<file path="src/rtl/input_vc_buffer.sv">
// Purpose : per-(input port, VC) flit buffer with head/VA/active packet FSM feeding the switch allocator.
// Latency : a head written at cycle t is examined at t+1, requests a VC at t+2, requests the switch at t+3 at the earliest.
// Backpr. : on_off_o drops when free slots <= OFF_MARGIN; a write into a full FIFO with no pop is dropped and sets error_o.
//
// Ports:
//   clk, rst (async active-low)
//   data_i / valid_flit_i        incoming flit from the upstream router
//   route_port_i                 output port computed from flit_o, latched when a head is accepted
//   vc_valid_i / vc_new_i        VC allocator grant and granted downstream VC
//   read_i                       switch-allocation grant, pops the front flit while ACTIVE
//   flit_o, is_empty_o           FIFO front and empty flag
//   va_request_o, switch_request_o, out_port_o, downstream_vc_o
//   on_off_o                     flow-control bit to upstream, error_o sticky protocol/overflow error

// Generic storage FIFO: push/pop bookkeeping only, the caller decides legality.
// Front flit is read combinationally from storage; a push is visible the next cycle.
// Caller must never push when full without a pop, nor pop when empty.
module vc_fifo #(
    parameter int DEPTH = 8,
    parameter int W     = 32
) (
    input  logic                     clk,
    input  logic                     rst,
    input  logic                     push_vld,
    input  logic [W-1:0]             push_dat,
    input  logic                     pop_vld,
    output logic [W-1:0]             front_dat,
    output logic [$clog2(DEPTH):0]   count
);
    localparam int AW = $clog2(DEPTH);
    localparam int CW = AW + 1;

    logic [W-1:0]  mem [DEPTH];
    logic [AW-1:0] wr_ptr;
    logic [AW-1:0] rd_ptr;

    // Storage needs no reset: count gates every read of it.
    always_ff @(posedge clk) begin
        if (push_vld) begin
            mem[wr_ptr] <= push_dat;
        end
    end

    always_ff @(posedge clk or negedge rst) begin
        if (!rst) begin
            wr_ptr <= '0;
            rd_ptr <= '0;
            count  <= '0;
        end else begin
            if (push_vld) begin
                wr_ptr <= wr_ptr + AW'(1);
            end
            if (pop_vld) begin
                rd_ptr <= rd_ptr + AW'(1);
            end
            case ({push_vld, pop_vld})
                2'b10:   count <= count + CW'(1);
                2'b01:   count <= count - CW'(1);
                default: count <= count;
            endcase
        end
    end

    assign front_dat = mem[rd_ptr];
endmodule

module input_vc_buffer #(
    parameter int BUFFER_SIZE = 8,
    parameter int FLIT_W      = 32,
    parameter int OFF_MARGIN  = 2,
    parameter int PORT_SIZE   = 3,
    parameter int VC_SIZE     = 1
) (
    input  logic                 clk,
    input  logic                 rst,
    input  logic [FLIT_W-1:0]    data_i,
    input  logic                 valid_flit_i,
    input  logic [PORT_SIZE-1:0] route_port_i,
    input  logic                 vc_valid_i,
    input  logic [VC_SIZE-1:0]   vc_new_i,
    input  logic                 read_i,
    output logic [FLIT_W-1:0]    flit_o,
    output logic                 is_empty_o,
    output logic                 va_request_o,
    output logic                 switch_request_o,
    output logic [PORT_SIZE-1:0] out_port_o,
    output logic [VC_SIZE-1:0]   downstream_vc_o,
    output logic                 on_off_o,
    output logic                 error_o
);
    localparam int CW = $clog2(BUFFER_SIZE) + 1;

    typedef enum logic [1:0] {
        IDLE   = 2'd0,
        VA     = 2'd1,
        ACTIVE = 2'd2
    } state_t;

    state_t        state;
    state_t        state_nxt;
    logic [CW-1:0] count;
    logic [CW-1:0] free_slots;
    logic          empty;
    logic          full;
    logic [1:0]    front_type;
    logic          front_is_head;
    logic          front_is_last;
    logic          read_pop;
    logic          discard_pop;
    logic          pop;
    logic          push;
    logic          overflow;
    logic          latch_port;
    logic          latch_vc;

    vc_fifo #(
        .DEPTH (BUFFER_SIZE),
        .W     (FLIT_W)
    ) u_fifo (
        .clk       (clk),
        .rst       (rst),
        .push_vld  (push),
        .push_dat  (data_i),
        .pop_vld   (pop),
        .front_dat (flit_o),
        .count     (count)
    );

    assign empty      = (count == '0);
    assign full       = (count == CW'(BUFFER_SIZE));
    assign is_empty_o = empty;

    // Type field: 00 HEAD, 01 BODY, 10 TAIL, 11 HEADTAIL.
    // Heads have equal type bits; packet-ending flits have the top bit set.
    assign front_type    = flit_o[FLIT_W-1 -: 2];
    assign front_is_head = (front_type[1] == front_type[0]);
    assign front_is_last = front_type[1];

    // Switch grants only count while ACTIVE with data present.
    assign read_pop    = read_i && (state == ACTIVE) && !empty;
    // A non-head flit at the front while IDLE is an orphan from a broken packet.
    assign discard_pop = (state == IDLE) && !empty && !front_is_head;
    assign pop         = read_pop || discard_pop;

    // A pop in the same cycle frees the slot the incoming flit needs.
    assign push     = valid_flit_i && (!full || pop);
    assign overflow = valid_flit_i && full && !pop;

    // Free-slot threshold leaves room for flits already in flight on the link.
    assign free_slots = CW'(BUFFER_SIZE) - count;
    assign on_off_o   = (free_slots > CW'(OFF_MARGIN));

    always_comb begin
        state_nxt        = state;
        latch_port       = 1'b0;
        latch_vc         = 1'b0;
        va_request_o     = 1'b0;
        switch_request_o = 1'b0;
        case (state)
            IDLE: begin
                if (!empty && front_is_head) begin
                    latch_port = 1'b1;
                    state_nxt  = VA;
                end
            end
            VA: begin
                va_request_o = 1'b1;
                if (vc_valid_i) begin
                    latch_vc  = 1'b1;
                    state_nxt = ACTIVE;
                end
            end
            ACTIVE: begin
                switch_request_o = !empty;
                if (read_pop && front_is_last) begin
                    state_nxt = IDLE;
                end
            end
            default: begin
                state_nxt = IDLE;
            end
        endcase
    end

    always_ff @(posedge clk or negedge rst) begin
        if (!rst) begin
            state           <= IDLE;
            out_port_o      <= '0;
            downstream_vc_o <= '0;
            error_o         <= 1'b0;
        end else begin
            state <= state_nxt;
            if (latch_port) begin
                out_port_o <= route_port_i;
            end
            if (latch_vc) begin
                downstream_vc_o <= vc_new_i;
            end
            if (overflow || discard_pop) begin
                error_o <= 1'b1;
            end
        end
    end
endmodule

</file>
<file path="config.mk">
export PLATFORM = sky130hd
export DESIGN_NAME = input_vc_buffer
export DESIGN_NICKNAME = d
export VERILOG_FILES = /design/src/rtl/input_vc_buffer.sv
export SDC_FILE = /design/constraint.sdc
export NUM_CORES = 1
export LEC_CHECK = 0
export ABC_AREA = 1
export ABC_CLOCK_PERIOD_IN_PS = 7100
export CORE_UTILIZATION = 45
export DETAILED_ROUTE_END_ITERATION = 8
export PLACE_DENSITY = 0.74
export SYNTH_ARGS = -nofsm -noshare
export SYNTH_HDL_FRONTEND = slang
export SYNTH_SLANG_ARGS = --single-unit
</file>
<file path="constraint.sdc">
create_clock -name clk -period 7.1 [get_ports clk]
set_clock_uncertainty 0.05 [all_clocks]
set_input_delay 1.42 -clock clk [delete_from_list [all_inputs] [get_ports clk]]
set_output_delay 1.42 -clock clk [all_outputs]
set_load 0.01 [all_outputs]
</file>
==> out/metrics.yaml, run 1 <==
layout:
  finalInstanceArea_sq_um: 12900
  nNetsFinal: 1002
  final_layout_size_suffix_gt1_frac: 0.0749
  antenna-diode-count: 0
  area_growth_pct: 18.3
yosys:
  syn_area_per_cell_sq_um: 12.4
  synth_compound_area_frac: 0.0943
  synth_warnings: 0
  synth_xor_area_frac: 0.00641
  synth_enable_flop_cells: 256
  syn-num-nets: 927
  synth_ff_type: "edfxtp_1"
  synthMuxAreaShare: 0.00103
  ys_async_sr_fraction: 0.0623
  synth_simple_gate_area_frac: 0.118
  ys_ff_latch: 273
  synth_cell_type_count: 31
  synthAdderAreaFrac: 0.00801
  synth_top_family_by_area: "simple AND/OR/NAND/NOR gates"
  synth_seq_area_share: 0.742
  synthCells: 879
  synth.cell_area_sq_um: 10900
timing:
  min_period_ps: 5030
  finalSetupViolCount: 0
  hold_viol_final: 0
  worst_slack_ps: 2070
  fmax_mhz: 199
  fin_hold_ws_ps: 418
  maxSlewHeadroom: 0.379
  fin_setup_tns_ps: 0
  tightest_slew_ps: 930
  fin_crit_sh: 0.708
  rsz0062_at_grt: "no"
  drv_slew: 0
global_route:
  grt_use_met2: 0.307
  met3_usage: 0.0296
  grtUsageTotal: 0.189
  grtUsageMet1: 0.264
  grt_pass1_vias: 6614
  top_usage_layer: "met2"
  grt_pass1_wl_um: 35900
  grt_max_degree: 78
  grt_antenna_before_repair: 0
  grt-ovfl-total: 0
floorplanning:
  die_x_um: 158
  io-pin-count: 82
  die_height_um: 158
  dieArea_sq_um: 24900
  core-area_sq_um: 23700
  initial_core_util: 0.462
  fp-row-count: 56
detailed_routing:
  firstDrtPassIters: 5
  vias_per_cell: 5.32
  vias: 6883
  drt_iter0_drc: 675
  wl_um: 22700
  routedWlPerCell_um: 17.5
  drc: 0
  final_antenna_net_count: 0
cts:
  cts_sinks: 273
  clk_pin_slew_worst_paths_ps: 60
  clock-root-buffer: "clkbuf_16"
  cts_buffer_depth: 3
  cts_buffers: 28
  cts_setup_buffers: 0
  cts_hold_buf: 0
  cts_tree: "done"
  cts_resized: 0
  htreeDepth: 1
  clock_latency_ps: 530
placement:
  placed_cell_area_sq_um: 12100
  io_buffers: 81
  pre_cts_slack_ps: 2630
  gp_congestion: 0.748
  dp_hpwl_um: 12000
critical_path:
  crit_required_ps: 5630
  cp_data_arrival_time_ps: 3560
  critPathCaptureType: "output port"
  critPathMaxFanout: 66
  critPathLaunchType: "flop"
  crit_type: "reg2out"
power:
  cellPowerDensity_nw_per_um2: 428
  ir_worst_vdd_mv: 0.244
  leakage_uw: 0.00444
status:
  status: "finished clean"
min_path:
  hp-class: "reg2reg"
run:
  maxCapViolations: 0
==> cells in the mapped netlist (all sizes together) (2+ instances only) <==
master	instances	area share
edfxtp	256	0.70
nor2	227	0.078
o21ai	125	0.057
nand2	62	0.022
inv	31	0.011
a31oi	30	0.017
o22ai	30	0.017
nand3	26	0.015
buf	25	0.011
clkbuf	25	0.0086
dfrtp	17	0.039
ha	7	0.0080
xor2	7	0.0056
a21oi	3	0.0014
nor3	2	0.0014
==> path summary, 6_finish.rpt <==
kind / slack (ps) / start / endpoint / cells past startpoint
worst max-delay path: 2070 / u_fifo.rd_ptr[1] / flit_o[20] / 8
worst min-delay path: 420 / out_port_o[0] / out_port_o[0] / 2
worst max register to register: 3140 / u_fifo.rd_ptr[0] / u_fifo.count[2] / 19
worst min register to register: 420 / out_port_o[0] / out_port_o[0] / 2
max in group asynchronous: 5110 / rst / u_fifo.rd_ptr[0] / 1
min in group asynchronous: 1300 / rst / state[0] / 1
==> power breakdown <==
group / switching (uW) / internal (uW) / leakage (uW)
clock network: 572 / 755 / 0.000407
registers: 132 / 2030 / 0.00253
logic: 1260 / 791 / 0.00150
==> cell type report <==
cell class / count / area [sq um]
clock inverters: 18 / 120
clock buffers: 32 / 716
well taps: 319 / 399
fillers: 1991 / 10800
flip-flops and latches: 273 / 8120
inverters: 31 / 118
multi-input cells: 525 / 2550
repair buffers: 95 / 916
==> flip-flops by register name, summed over array words and instances (netlist names) <==
register,cells
u_fifo.count,4
u_fifo.mem,256
out_port_o,3
downstream_vc_o,1
error_o,1
u_fifo.rd_ptr,3
state,2
u_fifo.wr_ptr,3
==> worst max-delay path: stages, from the launching register on <==
cell             delay, ps
dfrtp_2                390
buf_4                  350
inv_2                  790
buf_4                  360
o21ai_0                120
o22ai_1                150
nor2_1                  60
a31oi_1                220
clkdlybuf4s50_1        580
==> per-stage QoR <==
stage | utilization | std cells | power, uW
global placement | 0.511 | 1243 | 4200
floorplan | - | 879 | 3440
CTS | 0.546 | 1293 | 5580
detailed placement | 0.511 | 1243 | 4250
finish | 0.546 | 1293 | 5530
global route | 0.546 | 1293 | 5890
==> per-layer routing <==
metal | part of all wire | vias to the layer above
met5 | 0 | -
met4 | 0.020 | 0
met3 | 0.061 | 36
met2 | 0.48 | 243
met1 | 0.44 | 3315
li1 | - | 3289
==> kinds of logic (layout without fill, tap and decap cells) <==
kind of cell | Yosys count | in the layout
compound gates | 190 | 190
xor+xnor | 8 | 8
fa+ha+maj | 7 | 7
buf+inv | 81 | 176
flops | 273 | 273
mux | 1 | 1
simple gates | 319 | 319
==> cell usage in the layout (no fill, tap or decap), types with 5 or more instances in the layout <==
cell type / count
clkbuf_16: 28
edfxtp_1: 256
nor2_4: 8
nand3_1: 23
o21ai_0: 124
o22ai_1: 30
xor2_1: 7
a31oi_1: 30
nand2_1: 59
clkinv_2: 5
ha_1: 7
inv_1: 26
clkinv_1: 10
nor2_1: 219
clkdlybuf4s50_1: 81
dfrtp_1: 15
buf_4: 14
(Power assumes the default switching activity.)
==> run 2: changes to the inputs <==
- ABC_CLOCK_PERIOD_IN_PS: 7100 -> 4800
- clock period: 7.1 -> 4.8 ns (I/O delays scaled with it)
==> out/metrics.yaml, run 2 (synthesis gave the netlist of run 1 again) <==
status:
  status: "finished clean"  # unchanged
floorplanning:
  io-pin-count: 82  # unchanged
  initial_core_util: 0.462  # unchanged
  die_height_um: 158  # unchanged
  core-area_sq_um: 23700  # unchanged
  fp-row-count: 56  # unchanged
  die_x_um: 158  # unchanged
  dieArea_sq_um: 24900  # unchanged
cts:
  cts_buffers: 27  # was 28
  cts_hold_buf: 0  # unchanged
  htreeDepth: 1  # unchanged
  cts_resized: 0  # unchanged
  cts_buffer_depth: 3  # unchanged
  clock-root-buffer: "clkbuf_16"  # unchanged
  cts_sinks: 273  # unchanged
  cts_tree: "done"  # unchanged
  clock_latency_ps: 530  # about the same
  cts_setup_buffers: 0  # unchanged
  clk_pin_slew_worst_paths_ps: 60  # about the same
critical_path:
  critPathLaunchType: "flop"  # unchanged
  crit_type: "reg2out"  # unchanged
  crit_required_ps: 3790  # was 5630 ps
  critPathCaptureType: "output port"  # unchanged
  crit_slowest_cell: "dfrtp_2"  # was inv_2
  crit_chain: "buf_4 -> o21ai_0 -> o22ai_1 -> nor2_1 -> a31oi_1 -> clkdlybuf4s50_1"  # was buf_4 -> inv_2 -> buf_4 -> o21ai_0 -> o22ai_1 -> nor2_1 -> a31oi_1 -> clkdlybuf4s50_1
  slowest_delay_ps: 660  # was 790 ps
  cp_data_arrival_time_ps: 3070  # was 3560 ps
  critPathMaxFanout: 43  # was 66
min_path:
  hp-class: "reg2reg"  # unchanged
placement:
  dp_cells: 1250  # was 1243
  dp_hpwl_um: 13400  # was 12000 um
  io_buffers: 81  # unchanged
  placed_cell_area_sq_um: 12200  # was 12100 sq um
  gp_congestion: 0.773  # was 0.748
layout:
  biggestRegsByFlops: "u_fifo.mem x256, u_fifo.count x4"  # unchanged
  regMostFlops: "u_fifo.mem"  # unchanged
  final_layout_size_suffix_gt1_frac: 0.0828  # was 0.0749
  largest_register_ffs: 256  # unchanged
  instances_no_fill: 1297  # was 1293
  antenna-diode-count: 0  # unchanged
  nNetsFinal: 1008  # was 1002
  mostFrequentLayoutCells: "256 x edfxtp_1, 219 x nor2_1, 124 x o21ai_0"  # unchanged
  fin_util: 0.550  # was 0.546
  finalInstanceArea_sq_um: 13000  # was 12900 sq um
  area_growth_pct: 19.3  # was 18.3%
  layout_commonest_cell: "edfxtp_1"  # unchanged
run:
  maxCapViolations: 0  # unchanged
global_route:
  grt_antenna_before_repair: 0  # unchanged
  grt-ovfl-total: 0  # unchanged
  grt_pass1_wl_um: 36700  # was 35900 um
  grtUsageTotal: 0.192  # was 0.189
  grt_pass1_vias: 6692  # was 6614
  grt_max_degree: 131  # was 78
power:
  ir_worst_vdd_mv: 0.428  # was 0.244 mV
  seq_power_share: 0.382  # was 0.390
  switching_share: 0.352  # was 0.354
  cellPowerDensity_nw_per_um2: 634  # was 428 nW/um^2
  clockPowerShare: 0.240  # about the same
  p_switching_uw: 2910  # was 1960 uW
  pwr-share-comb: 0.378  # was 0.370
  leakage_uw: 0.00448  # was 0.00444 uW
  p_int_uw: 5360  # was 3570 uW
detailed_routing:
  wl_um: 23400  # was 22700 um
  drt_iter0_drc: 406  # was 675
  wl_met1_um: 10200  # was 10000 um
  wl_met2_um: 11300  # was 10800 um
  top_layer_used: "met4"  # unchanged
  drc: 0  # unchanged
  wl_met3_um: 1540  # was 1390 um
  vias: 6894  # was 6883
  final_antenna_net_count: 0  # unchanged
  vias_per_cell: 5.32  # about the same
  routedWlPerCell_um: 18.0  # was 17.5 um
  firstDrtPassIters: 6  # was 5
timing:
  finalSetupViolCount: 0  # unchanged
  fmax_mhz: 245
  rsz0062_at_grt: "no"  # unchanged
  fin_setup_tns_ps: 0  # unchanged
  hold_viol_final: 0  # unchanged
  maxSlewHeadroom: 0.426  # was 0.379
  min_period_ps: 4080
  fin_crit_sh: 0.849
  tightest_slew_ps: 859  # was 930 ps
  drv_slew: 0  # unchanged
==> run 2: metal layers <==
layer | global-route usage | vias to the layer above
li1 | - | 3296
met1 | 0.268 | 3363
met5 | 0 | -
met4 | 0.0448 | 0
met3 | 0.0323 | 33
met2 | 0.316 | 202
==> run 2: power by group through the flow <==
stage,logic [uW],registers [uW],clock network (uW)
after floorplan,1920,3160,0
after global placement,3090,3190,0
after detailed placement,3140,3200,0
after CTS,3170,3160,2010
after global routing,3480,3190,2110
final,3120,3160,1980
==> run 2: cell type report <==
| cell class | count | area [sq um] |
|---|---|---|
| fill | 1990 | 10600 |
| sequential | 273 | 8120 |
| multi-input combinational | 525 | 2550 |
| timing repair buffer | 102 | 1030 |
| clock buffer | 32 | 694 |
| tap | 319 | 399 |
| clock inverter | 15 | 130 |
| inverter | 31 | 118 |
==> run 2: path summary, 6_finish.rpt <==
check | slack (ps) | cells after the start | start | end
setup / recovery | 720 | 6 | u_fifo.rd_ptr[1] | flit_o[17]
hold / removal | 430 | 2 | out_port_o[0] | out_port_o[0]
setup reg to reg | 1420 | 18 | u_fifo.rd_ptr[1] | u_fifo.count[2]
hold reg to reg | 430 | 2 | out_port_o[0] | out_port_o[0]
max in group asynchronous | 3210 | 1 | rst | u_fifo.rd_ptr[0]
min in group asynchronous | 870 | 1 | rst | u_fifo.rd_ptr[0]
==> run 2: critical path, delay by kind of cell (launching register included) <==
kind                   cells  cell delay, ps
buffers and inverters      2            1150
AND/OR/NAND/NOR            1              60
flip-flops                 1             660
AO/OA/AOI/OAI              3             660
==> run 2: through the flow <==
| step | hold WS [ps] | total power [uW] | worst slack (ps) |
|---|---|---|---|
| CTS | 435 | 8340 | 736 |
| global placement | 405 | 6290 | 1330 |
| detailed placement | 419 | 6350 | 1320 |
| floorplan | 442 | 5080 | 1490 |
| global route | 466 | 8770 | 561 |
| finish | 425 | 8270 | 725 |
